**src/rtl/usb_ep0_in_tx_if.sv**
```systemverilog
// Signal bundle between the EP0 IN transmitter, its response-FIFO writer and the packet TX path.
// tx_* follows valid/ready: a byte transfers on any clock where tx_val_o && tx_rdy_i; while
// tx_val_o && !tx_rdy_i the byte and tx_last_o are held unchanged. The other strobes are 1-cycle pulses.
interface usb_ep0_in_tx_if;
    logic [7:0] wr_dat_i;
    logic       wr_ena_i;
    logic       full_o;
    logic       ovf_o;
    logic       setup_i;
    logic       in_tok_i;
    logic       ack_i;
    logic       to_i;
    logic       tx_val_o;
    logic [7:0] tx_dat_o;
    logic       tx_last_o;
    logic       tx_rdy_i;
    logic       busy_o;
    logic [2:0] dbg_state_o;

    modport slave (
        input  wr_dat_i, wr_ena_i, setup_i, in_tok_i, ack_i, to_i, tx_rdy_i,
        output full_o, ovf_o, tx_val_o, tx_dat_o, tx_last_o, busy_o, dbg_state_o
    );

    modport master (
        output wr_dat_i, wr_ena_i, setup_i, in_tok_i, ack_i, to_i, tx_rdy_i,
        input  full_o, ovf_o, tx_val_o, tx_dat_o, tx_last_o, busy_o, dbg_state_o
    );
endinterface

```
**src/rtl/usb_ep0_in_tx.sv**
```systemverilog
// EP0 IN data-stage transmitter: owns the response FIFO, frames DATA0/DATA1 packets with CRC16,
// answers NAK when empty, and keeps bytes until the host ACKs so a lost packet is resent unchanged.
module usb_ep0_in_tx #(
    parameter int DEPTH   = 8,
    parameter int MAX_PKT = 8
) (
    input logic clk_i,
    input logic rst_i,
    usb_ep0_in_tx_if.slave bus
);
    localparam int AW = $clog2(DEPTH);
    localparam int PW = AW + 1;

    typedef enum logic [2:0] {
        S_IDLE, S_NAK, S_PID, S_DATA, S_CRC_LO, S_CRC_HI, S_WAIT_ACK
    } state_t;

    state_t         state_q, state_d;
    logic [PW-1:0]  wr_ptr_q, rd_ptr_q, rd_ptr_d, rd_spec_q, rd_spec_d;
    logic [PW-1:0]  cnt_q, cnt_d, avail, n_pkt;
    logic [15:0]    crc_q, crc_d;
    logic           tgl_q, tgl_d, ovf_q;
    logic           full, wr_acc, accept, start_tok;
    logic           tx_val, tx_last;
    logic [7:0]     tx_dat;
    logic [7:0]     mem [DEPTH];

    // Reflected CRC16 (poly 0x8005), one byte LSB-first.
    function automatic logic [15:0] crc16_byte(input logic [15:0] crc, input logic [7:0] dat);
        logic [15:0] c;
        c = crc;
        for (int i = 0; i < 8; i++) begin
            c = (c[0] ^ dat[i]) ? ((c >> 1) ^ 16'hA001) : (c >> 1);
        end
        return c;
    endfunction

    // Space is only released by rd_ptr, which moves on ACK or SETUP flush.
    assign full   = (wr_ptr_q - rd_ptr_q) == PW'(DEPTH);
    assign wr_acc = bus.wr_ena_i && !full && !bus.setup_i;
    assign accept = tx_val && bus.tx_rdy_i;

    always_comb begin
        state_d   = state_q;
        rd_ptr_d  = rd_ptr_q;
        rd_spec_d = rd_spec_q;
        cnt_d     = cnt_q;
        crc_d     = crc_q;
        tgl_d     = tgl_q;
        start_tok = 1'b0;
        tx_val    = 1'b0;
        tx_dat    = 8'h00;
        tx_last   = 1'b0;
        avail     = '0;
        n_pkt     = '0;

        case (state_q)
            S_IDLE: start_tok = bus.in_tok_i;
            S_NAK: begin
                tx_val  = 1'b1;
                tx_dat  = 8'h5A;
                tx_last = 1'b1;
                if (accept) state_d = S_IDLE;
            end
            S_PID: begin
                tx_val = 1'b1;
                tx_dat = tgl_q ? 8'h4B : 8'hC3;
                if (accept) state_d = S_DATA;
            end
            S_DATA: begin
                tx_val = 1'b1;
                tx_dat = mem[rd_spec_q[AW-1:0]];
                if (accept) begin
                    rd_spec_d = rd_spec_q + PW'(1);
                    crc_d     = crc16_byte(crc_q, tx_dat);
                    cnt_d     = cnt_q - PW'(1);
                    if (cnt_q == PW'(1)) state_d = S_CRC_LO;
                end
            end
            S_CRC_LO: begin
                tx_val = 1'b1;
                tx_dat = ~crc_q[7:0];
                if (accept) state_d = S_CRC_HI;
            end
            S_CRC_HI: begin
                tx_val  = 1'b1;
                tx_dat  = ~crc_q[15:8];
                tx_last = 1'b1;
                if (accept) state_d = S_WAIT_ACK;
            end
            S_WAIT_ACK: begin
                if (bus.ack_i) begin
                    rd_ptr_d  = rd_spec_q;
                    tgl_d     = ~tgl_q;
                    state_d   = S_IDLE;
                    start_tok = bus.in_tok_i;
                end else if (bus.to_i || bus.in_tok_i) begin
                    rd_spec_d = rd_ptr_q;
                    state_d   = S_IDLE;
                    start_tok = bus.in_tok_i;
                end
            end
            default: state_d = S_IDLE;
        endcase

        // A token counts bytes from the committed pointer as it stands after this cycle's ACK.
        if (start_tok) begin
            avail     = wr_ptr_q - rd_ptr_d;
            n_pkt     = (avail > PW'(MAX_PKT)) ? PW'(MAX_PKT) : avail;
            rd_spec_d = rd_ptr_d;
            cnt_d     = n_pkt;
            crc_d     = 16'hFFFF;
            state_d   = (n_pkt == '0) ? S_NAK : S_PID;
        end

        if (bus.setup_i) begin
            state_d   = S_IDLE;
            rd_ptr_d  = wr_ptr_q;
            rd_spec_d = wr_ptr_q;
            tgl_d     = 1'b1;
        end
    end

    always_ff @(posedge clk_i or posedge rst_i) begin
        if (rst_i) begin
            state_q   <= S_IDLE;
            wr_ptr_q  <= '0;
            rd_ptr_q  <= '0;
            rd_spec_q <= '0;
            cnt_q     <= '0;
            crc_q     <= 16'hFFFF;
            tgl_q     <= 1'b1;
            ovf_q     <= 1'b0;
        end else begin
            state_q   <= state_d;
            rd_ptr_q  <= rd_ptr_d;
            rd_spec_q <= rd_spec_d;
            cnt_q     <= cnt_d;
            crc_q     <= crc_d;
            tgl_q     <= tgl_d;
            ovf_q     <= bus.wr_ena_i && full && !bus.setup_i;
            if (wr_acc) wr_ptr_q <= wr_ptr_q + PW'(1);
        end
    end

    always_ff @(posedge clk_i) begin
        if (wr_acc) mem[wr_ptr_q[AW-1:0]] <= bus.wr_dat_i;
    end

    assign bus.full_o      = full;
    assign bus.ovf_o       = ovf_q;
    assign bus.tx_val_o    = tx_val;
    assign bus.tx_dat_o    = tx_dat;
    assign bus.tx_last_o   = tx_last;
    assign bus.busy_o      = (state_q != S_IDLE);
    assign bus.dbg_state_o = state_q;
endmodule

```
**src/flat_wrapper.sv**
```systemverilog
// flat-port wrapper written by rule: the top's interface ports become plain ports
module usb_ep0_in_tx_flat 
#(
    parameter int DEPTH   = 8,
    parameter int MAX_PKT = 8
)
  (clk_i, rst_i, bus_wr_dat_i, bus_wr_ena_i, bus_setup_i, bus_in_tok_i, bus_ack_i, bus_to_i, bus_tx_rdy_i, bus_full_o, bus_ovf_o, bus_tx_val_o, bus_tx_dat_o, bus_tx_last_o, bus_busy_o, bus_dbg_state_o);
  usb_ep0_in_tx_if bus_i ();
  input logic clk_i;
  input logic rst_i;
  input wire logic [$bits(bus_i.wr_dat_i)-1:0] bus_wr_dat_i;
  input wire logic [$bits(bus_i.wr_ena_i)-1:0] bus_wr_ena_i;
  input wire logic [$bits(bus_i.setup_i)-1:0] bus_setup_i;
  input wire logic [$bits(bus_i.in_tok_i)-1:0] bus_in_tok_i;
  input wire logic [$bits(bus_i.ack_i)-1:0] bus_ack_i;
  input wire logic [$bits(bus_i.to_i)-1:0] bus_to_i;
  input wire logic [$bits(bus_i.tx_rdy_i)-1:0] bus_tx_rdy_i;
  output wire logic [$bits(bus_i.full_o)-1:0] bus_full_o;
  output wire logic [$bits(bus_i.ovf_o)-1:0] bus_ovf_o;
  output wire logic [$bits(bus_i.tx_val_o)-1:0] bus_tx_val_o;
  output wire logic [$bits(bus_i.tx_dat_o)-1:0] bus_tx_dat_o;
  output wire logic [$bits(bus_i.tx_last_o)-1:0] bus_tx_last_o;
  output wire logic [$bits(bus_i.busy_o)-1:0] bus_busy_o;
  output wire logic [$bits(bus_i.dbg_state_o)-1:0] bus_dbg_state_o;
  assign bus_i.wr_dat_i = bus_wr_dat_i;
  assign bus_i.wr_ena_i = bus_wr_ena_i;
  assign bus_i.setup_i = bus_setup_i;
  assign bus_i.in_tok_i = bus_in_tok_i;
  assign bus_i.ack_i = bus_ack_i;
  assign bus_i.to_i = bus_to_i;
  assign bus_i.tx_rdy_i = bus_tx_rdy_i;
  assign bus_full_o = bus_i.full_o;
  assign bus_ovf_o = bus_i.ovf_o;
  assign bus_tx_val_o = bus_i.tx_val_o;
  assign bus_tx_dat_o = bus_i.tx_dat_o;
  assign bus_tx_last_o = bus_i.tx_last_o;
  assign bus_busy_o = bus_i.busy_o;
  assign bus_dbg_state_o = bus_i.dbg_state_o;
  usb_ep0_in_tx #(.DEPTH(DEPTH), .MAX_PKT(MAX_PKT)) u_core (.clk_i(clk_i), .rst_i(rst_i), .bus(bus_i));
endmodule
```
**config.mk**
```make
export PLATFORM = sky130hd
export DESIGN_NAME = usb_ep0_in_tx_flat
export DESIGN_NICKNAME = d
export VERILOG_FILES = /design/src/rtl/usb_ep0_in_tx_if.sv /design/src/rtl/usb_ep0_in_tx.sv /design/src/flat_wrapper.sv
export SDC_FILE = /design/constraint.sdc
export NUM_CORES = 1
export LEC_CHECK = 0
export ABC_AREA = 1
export BUFFER_PORTS_ARGS = -buffer_cell sky130_fd_sc_hd__buf_2
export CAP_MARGIN = 10
export CELL_PAD_IN_SITES_DETAIL_PLACEMENT = 0
export CELL_PAD_IN_SITES_GLOBAL_PLACEMENT = 1
export CORE_MARGIN = 8
export CORE_UTILIZATION = 47
export CTS_CLUSTER_DIAMETER = 150
export DETAILED_ROUTE_END_ITERATION = 10
export PLACE_DENSITY_LB_ADDON = 0.1
export SETUP_SLACK_MARGIN = 0.1
export SLEW_MARGIN = 40
export SYNTH_ARGS = -nofsm -noshare
export SYNTH_HDL_FRONTEND = slang
export SYNTH_SLANG_ARGS = --single-unit
```
**constraint.sdc**
```tcl
create_clock -name clk_i -period 3.3 [get_ports clk_i]
set_input_delay 0.495 -clock clk_i [delete_from_list [all_inputs] [get_ports clk_i]]
set_output_delay 0.495 -clock clk_i [all_outputs]
set_load 0.005 [all_outputs]
```
==> results of run 1 <==
-- stage by stage --
| stage | instance area, µm² | total power, mW | utilization [%] | std cells | setup slack [ps] |
|---|---|---|---|---|---|
| 2_1_floorplan | 5240 | 4.01 | - | 553 | 541 |
| 3_3_place_gp | 5610 | 4.74 | 51.7 | 728 | 351 |
| 3_5_place_dp | 5610 | 4.80 | 51.7 | 728 | 214 |
| 4_1_cts | 5790 | 5.58 | 53.4 | 744 | 178 |
| 5_1_grt | 5820 | 6.06 | 53.7 | 747 | 68.6 |
| 6_report | 5820 | 5.57 | 53.7 | 747 | 277 |
-- area by class of cell --
class	instances	area [µm²]	share of cell area (%)
clock buffer	9	124	2.13
sequential	101	2870	49.3
timing repair buffer	52	313	5.37
clock inverter	7	62.6	1.07
tap	140	175	3.01
inverter	79	305	5.24
multi-input combinational	359	1970	33.9
-- cell families after synthesis --
logic type                 count (synthesis)  share of synthesized area, %
buffers and inverters                     93                          7.71
AOI/OAI and AO/OA                        103                          12.6
DFF                                      101                          54.7
xor gates and xnor gates                  19                          3.46
and+or+nand+nor                          226                          18.7
adders and majority gates                 11                          2.77
-- timing repair --
action                                  in CTS  in global routing
endpoints found under the hold margin        0                  0
resized for setup                            0                  4
buffers inserted                             0                  3
endpoints found under the setup margin       0                  3
-- sequential cells by signal, summed over array words and instances, names as in the netlist --
name	flops
u_core.mem	64
u_core.crc_q	16
u_core.cnt_q	4
u_core.rd_ptr_q	4
u_core.rd_spec_q	4
u_core.wr_ptr_q	4
u_core.bus.dbg_state_o	3
u_core.bus.ovf_o	1
u_core.tgl_q	1
-- layer usage --
metal	vias up	routed length, µm
met2	105	6370
met5	-	0
met3	18	690
li1	1968	-
met1	1950	5760
met4	0	182
-- synth_stat cells (all sizes together) (2+ instances only) --
cell type  number
nand2         105
inv            77
edfxtp         64
nor2           60
nand3          55
o21ai          50
dfrtp          20
dfstp          17
xor2           15
a21oi          13
buf            12
ha             10
o221ai         10
o22ai           9
a22oi           6
o211ai          6
nor3            4
xnor2           4
o21bai          3
a32o            2
clkbuf          2
clkinv          2
-- power groups by stage --
stage	Sequential (mW)	Clock [mW]	Combinational, mW
global route	1.78	0.839	3.44
global placement	1.77	0	2.97
finish	1.76	0.771	3.04
CTS	1.75	0.793	3.04
floorplan	1.72	0	2.29
detailed placement	1.78	0	3.02
-- worst paths after layout --
| kind | start | to | slack (ps) | cells past startpoint |
|---|---|---|---|---|
| worst max-delay path | u_core.bus.dbg_state_o[1]$_DFFE_PP0P_ | u_core.bus.dbg_state_o[1]$_DFFE_PP0P_ | 280 | 16 |
| worst min-delay path | rst_i | u_core.crc_q[9]$_DFFE_PP1P_ | 200 | 2 |
| worst max register to register | u_core.bus.dbg_state_o[1]$_DFFE_PP0P_ | u_core.bus.dbg_state_o[1]$_DFFE_PP0P_ | 280 | 16 |
| max in group asynchronous | rst_i | u_core.crc_q[2]$_DFFE_PP1P_ | 2600 | 3 |
| worst min register to register | u_core.crc_q[2]$_DFFE_PP1P_ | u_core.crc_q[2]$_DFFE_PP1P_ | 490 | 2 |
| min in group clk_i | bus_wr_ena_i | u_core.bus.ovf_o$_DFF_PP0_ | 320 | 3 |
-- worst reg2reg max path, stage by stage (launching register included) --
cell	delay, ps
dfrtp_1	390
inv_1	70
nor2_1	130
inv_2	70
nor2_4	180
clkinvlp_4	170
nor2_4	160
inv_1	100
o21ai_1	170
ha_1	160
inv_1	60
fa_1	400
xor2_1	190
o41ai_2	410
nand3_1	140
nand2_1	80
nand2_1	40
==> flow_summary.json, run 1 <==
{
  "antenna_found_initial": 0,
  "hold_viol_final": 0,
  "fin_crit_ps": 3020,
  "synth.distinct_cells": 44,
  "cts.sinks": 101,
  "grt_util_met1_pct": 23.1,
  "finalCritPeriodShare_pct": 91.6,
  "final_common_cell": "nand2_1",
  "power.internal_mw": 2.92,
  "p_sw_mw": 2.65,
  "cts_buffers": 9,
  "yosys.area.top_type": "edfxtp_1",
  "worstSkewPairLatency_ps": 390,
  "root_buffer": "clkbuf_8",
  "vias": 4041,
  "cts-hold-fix-buffers": 0,
  "outcome": "completed",
  "grt-ovfl-total": 0,
  "postRouteAntennaNets": 0,
  "drc_errors": 0,
  "route.detailed.wl_per_inst_um": 17.4,
  "maxSlewHeadroom_pct": 52.0,
  "core_um2": 10800,
  "vias_per_cell": 5.41,
  "hpwlAfterDp_mm": 9.27,
  "areaGrowthSynthToFinish_pct": 11.1,
  "crit_chain": "inv_1, nor2_1, inv_2, nor2_4, clkinvlp_4, nor2_4, inv_1, o21ai_1, ha_1, inv_1, fa_1, xor2_1, o41ai_2, nand3_1, nand2_1, nand2_1",
  "synth_area_per_cell_um2": 9.48,
  "final_cell_mix": "nand2_1, inv_1, edfxtp_1",
  "seq_power_share_pct": 31.5,
  "final_max_slew_viol_count": 0,
  "synth_edf_count": 64,
  "grt_max_degree": 34,
  "fillers": 1010,
  "power_density_nw_per_um2": 956,
  "rsz0062_at_grt": "false",
  "h-tree-depth": 3,
  "grt_pass1_vias": 3908,
  "synth_top_cell_area_share_pct": 36.7,
  "die_area_um2": 14800,
  "pwr-share-comb_pct": 54.6,
  "setup_viol": 0,
  "fin_worst_skew_ps": 12.5,
  "cpPeakStageDelay_ps": 410,
  "place.gp.congestion": 0.861,
  "crit_family": "simple AND/OR/NAND/NOR gates",
  "drtIter0Drc": 322,
  "finalNetCount": 629,
  "die_h_um": 122,
  "synth_flop_cell": "edfxtp_1",
  "timing.critical_path.buf_inv": 5,
  "syn_inst": 553,
  "crit_path_frequent_cell": "inv_1",
  "wirelength_mm": 13.0,
  "tns_ps": 0,
  "p_leak_nw": 2.51,
  "cp_slowest_cell": "o41ai_2",
  "core.rowCount": 38,
  "synthTopCellsByArea": "edfxtp_1, dfrtp_1, dfstp_2, nand2_1, inv_1",
  "drive_gt1_share_pct": 18.8,
  "worst_ep_arrival_time_ps": 3310,
  "use_met2_pct": 30.8,
  "cts_tree": "built",
  "globalRouteMet3Util_pct": 4.49,
  "start_kind": "flip-flop",
  "cts.path.max_buffers": 2,
  "clkPwrFrac_pct": 13.8,
  "syn_nets": 580,
  "n_antenna_cell": 0,
  "netlist_area_um2": 5240,
  "hold_ws_ps": 196,
  "hold_class": "in -> async",
  "swShare_pct": 47.6,
  "drv_cap": 0,
  "max_clock_freq_mhz": 331,
  "firstDrtPassIters": 4,
  "track_usage_pct": 18.3,
  "clk_pin_slew_ps": 100,
  "crit_fanout": 7,
  "ir_drop_v": 0.000543,
  "yosysSeqAreaShare_pct": 54.7,
  "crit_type": "reg -> reg",
  "worstPathRequired_ps": 3590,
  "grt_pass1_wl_mm": 20.6,
  "synthArstFlopShare_pct": 36.6,
  "start_util_pct": 48.4,
  "worst_pin_slew_ps": 715,
  "die_w_um": 122,
  "io_pins": 32,
  "cp-end-kind": "flip-flop",
  "busiest_layer": "met2",
  "numPortBuffers": 31,
  "ys_ff_latch": 101,
  "yosysWarnings": 0
}
(Power assumes the default switching activity.)
==> inputs of run 2 (changes only) <==
--- a/config.mk
+++ b/config.mk
@@ -5,13 +5,13 @@
 export SDC_FILE = /design/constraint.sdc
 export NUM_CORES = 1
 export LEC_CHECK = 0
-export ABC_AREA = 1
+export ABC_AREA = 0
 export BUFFER_PORTS_ARGS = -buffer_cell sky130_fd_sc_hd__buf_2
 export CAP_MARGIN = 10
 export CELL_PAD_IN_SITES_DETAIL_PLACEMENT = 0
 export CELL_PAD_IN_SITES_GLOBAL_PLACEMENT = 1
 export CORE_MARGIN = 8
-export CORE_UTILIZATION = 47
+export CORE_UTILIZATION = 50
 export CTS_CLUSTER_DIAMETER = 150
 export DETAILED_ROUTE_END_ITERATION = 10
 export PLACE_DENSITY_LB_ADDON = 0.1
==> flow_summary.json, run 2 <==
{
  "rsz0062_at_grt": "false",
  "fin_crit_ps": 2790,
  "vias": 3172,
  "synth_flop_cell": "edfxtp_1",
  "synth.distinct_cells": 47,
  "hold_viol_final": 0,
  "synth_area_per_cell_um2": 12.3,
  "antenna_found_initial": 0,
  "die_w_um": 116,
  "cp-endpoint": "u_core.cnt_q[0]$_DFFE_PP0P_",
  "worstSkewPairLatency_ps": 360,
  "worstPathRequired_ps": 3560,
  "ir_drop_v": 0.000504,
  "cpPeakStageDelay_ps": 390,
  "final_common_cell": "edfxtp_1",
  "grt_pass1_vias": 3182,
  "core.rowCount": 36,
  "h-tree-depth": 3,
  "power_density_nw_per_um2": 940,
  "wl_met3_um": 360,
  "setup_viol": 0,
  "yosysWarnings": 0,
  "cts-hold-fix-buffers": 0,
  "worst_pin_slew_ps": 571,
  "tns_ps": 0,
  "crit_chain": "nor2b_1, and2_1, nand2_1, mux2i_1, buf_4, ha_1, a21o_1, a21oi_1, xnor2_1, xnor2_1, and2_1, a221o_1",
  "finalNetCount": 471,
  "drv_cap": 0,
  "synth_top_cell_area_share_pct": 38.3,
  "synth_most_common_cell": "edfxtp_1",
  "n_antenna_cell": 0,
  "dp.cells": 566,
  "io_pins": 32,
  "finalCritPeriodShare_pct": 84.5,
  "cp-end-kind": "flip-flop",
  "drc_errors": 0,
  "grt_pass1_wl_mm": 16.7,
  "grt_max_degree": 29,
  "route.detailed.wl_per_inst_um": 17.7,
  "final_cell_mix": "edfxtp_1, mux2i_1, buf_2",
  "firstDrtPassIters": 4,
  "wl_met1_mm": 4.96,
  "crit_fanout": 6,
  "maxSlewHeadroom_pct": 61.6,
  "vias_per_cell": 5.45,
  "r2r-start": "u_core.bus.dbg_state_o[0]$_DFFE_PP0P_",
  "ys_ff_latch": 101,
  "cts_buffers": 9,
  "top_layer_used": "met4",
  "grt-ovfl-total": 0,
  "die_area_um2": 13500,
  "fin_area_um2": 5550,
  "cts_tree": "built",
  "postRouteAntennaNets": 0,
  "fillers": 798,
  "yosysSeqAreaShare_pct": 57.2,
  "areaGrowthSynthToFinish_pct": 10.6,
  "track_usage_pct": 16.5,
  "post-cts-setup-buffers": 0,
  "cts.path.max_buffers": 2,
  "seqCellArea_um2": 2870,
  "die_h_um": 116,
  "wirelength_mm": 10.3,
  "multiInputGateArea_um2": 1970,
  "clk_pin_slew_ps": 100,
  "syn_inst": 406,
  "final_max_slew_viol_count": 0,
  "drive_gt1_share_pct": 20.0,
  "worst_ep_arrival_time_ps": 3050,
  "cts_resized": 0,
  "cp_slowest_cell": "dfrtp_1",
  "place_area_um2": 5360,
  "hold_ws_ps": 158,
  "p_leak_nw": 2.18,
  "drtIter0Drc": 196,
  "layoutNonFillerInstCount": 582,
  "hpwlAfterDp_mm": 7.34,
  "yosys.area.top_type": "edfxtp_1",
  "start_util_pct": 51.3,
  "synthTopCellsByArea": "edfxtp_1, dfrtp_1, dfstp_2, mux2i_1, xnor2_1",
  "synth_edf_count": 64,
  "cts.sinks": 101,
  "synthArstFlopShare_pct": 36.6,
  "fin_worst_skew_ps": 12.9,
  "crit_type": "reg -> reg",
  "rrSetupSlack_ps": 510,
  "hold_class": "in -> async",
  "syn_nets": 433,
  "max_clock_freq_mhz": 359,
  "numPortBuffers": 31,
  "critPathLaunch": "u_core.bus.dbg_state_o[0]$_DFFE_PP0P_",
  "root_buffer": "clkbuf_8",
  "largest_register_ffs": 64,
  "ff2ff_path_depth": 12,
  "place.gp.congestion": 0.804,
  "core_um2": 9770,
  "netlist_area_um2": 5010,
  "outcome": "completed",
  "met2_length_mm": 4.80,
  "yosys-top-cells-count": "edfxtp_1, mux2i_1, a21oi_1, nor2_1, nand2_1",
  "start_kind": "flip-flop",
  "r2r_end": "u_core.cnt_q[0]$_DFFE_PP0P_"
}
-- run 2: final cells by class --
cell class | count | share of cell area, %
clock buffer | 9 | 2.23
clock inverter | 7 | 1.13
inverter | 15 | 1.02
multi-input combinational | 267 | 35.5
sequential | 101 | 51.7
tap | 133 | 3.00
timing repair buffer | 50 | 5.37
-- run 2: how the worst min path moves through the flow --
stage | from | to | depth (start not counted) | slack, ps
2_1_floorplan | u_core.crc_q[9]$_DFFE_PP1P_ | u_core.crc_q[9]$_DFFE_PP1P_ | 2 | 490
3_3_place_gp | u_core.crc_q[9]$_DFFE_PP1P_ | u_core.crc_q[9]$_DFFE_PP1P_ | 2 | 500
3_5_place_dp | u_core.crc_q[11]$_DFFE_PP1P_ | u_core.crc_q[11]$_DFFE_PP1P_ | 2 | 500
4_1_cts | rst_i | u_core.bus.ovf_o$_DFF_PP0_ | 2 | 170
5_1_grt | rst_i | u_core.bus.ovf_o$_DFF_PP0_ | 2 | 200
6_report | rst_i | u_core.bus.ovf_o$_DFF_PP0_ | 2 | 160
-- run 2: critical path: cells and delay by family, from the launching register on --
family	cells	cell delay [ps]
and+or+nand+nor	4	770
AOI/OAI and AO/OA	3	640
xor gates and xnor gates	2	260
DFF	1	390
adders and majority gates	1	290
muxes	1	170
buffers and inverters	1	170
-- run 2: report_power, final --
group | internal, mW | leakage [nW] | switching (mW) | total [mW]
Combinational | 1.28 | 1.09 | 1.45 | 2.73
Sequential | 1.57 | 1.00 | 0.186 | 1.75
Clock | 0.284 | 0.0886 | 0.439 | 0.723
-- run 2: cells by family after synthesis --
kind of cell	Yosys count	synth area share, %
AO/OA/AOI/OAI	82	10.7
XOR/XNOR	36	7.11
adder cells (fa/ha/maj)	11	2.89
buffers and inverters	38	3.62
flip-flops	101	57.2
multiplexers	44	9.78
AND/OR/NAND/NOR	94	8.71
-- run 2: stage by stage --
step | setup slack, ps | power, mW | util (%)
floorplan | 372 | 3.91 | -
global placement | 521 | 4.49 | 54.8
detailed placement | 527 | 4.52 | 54.8
CTS | 516 | 5.25 | 56.7
global route | 313 | 5.58 | 56.7
finish | 512 | 5.21 | 56.7
-- run 2: per-layer routing --
| metal | GRT usage, % | vias up |
|---|---|---|
| met1 | 21.5 | 1538 |
| met5 | 0 | - |
| met4 | 7.35 | 0 |
| li1 | - | 1559 |
| met3 | 2.33 | 19 |
| met2 | 26.7 | 56 |
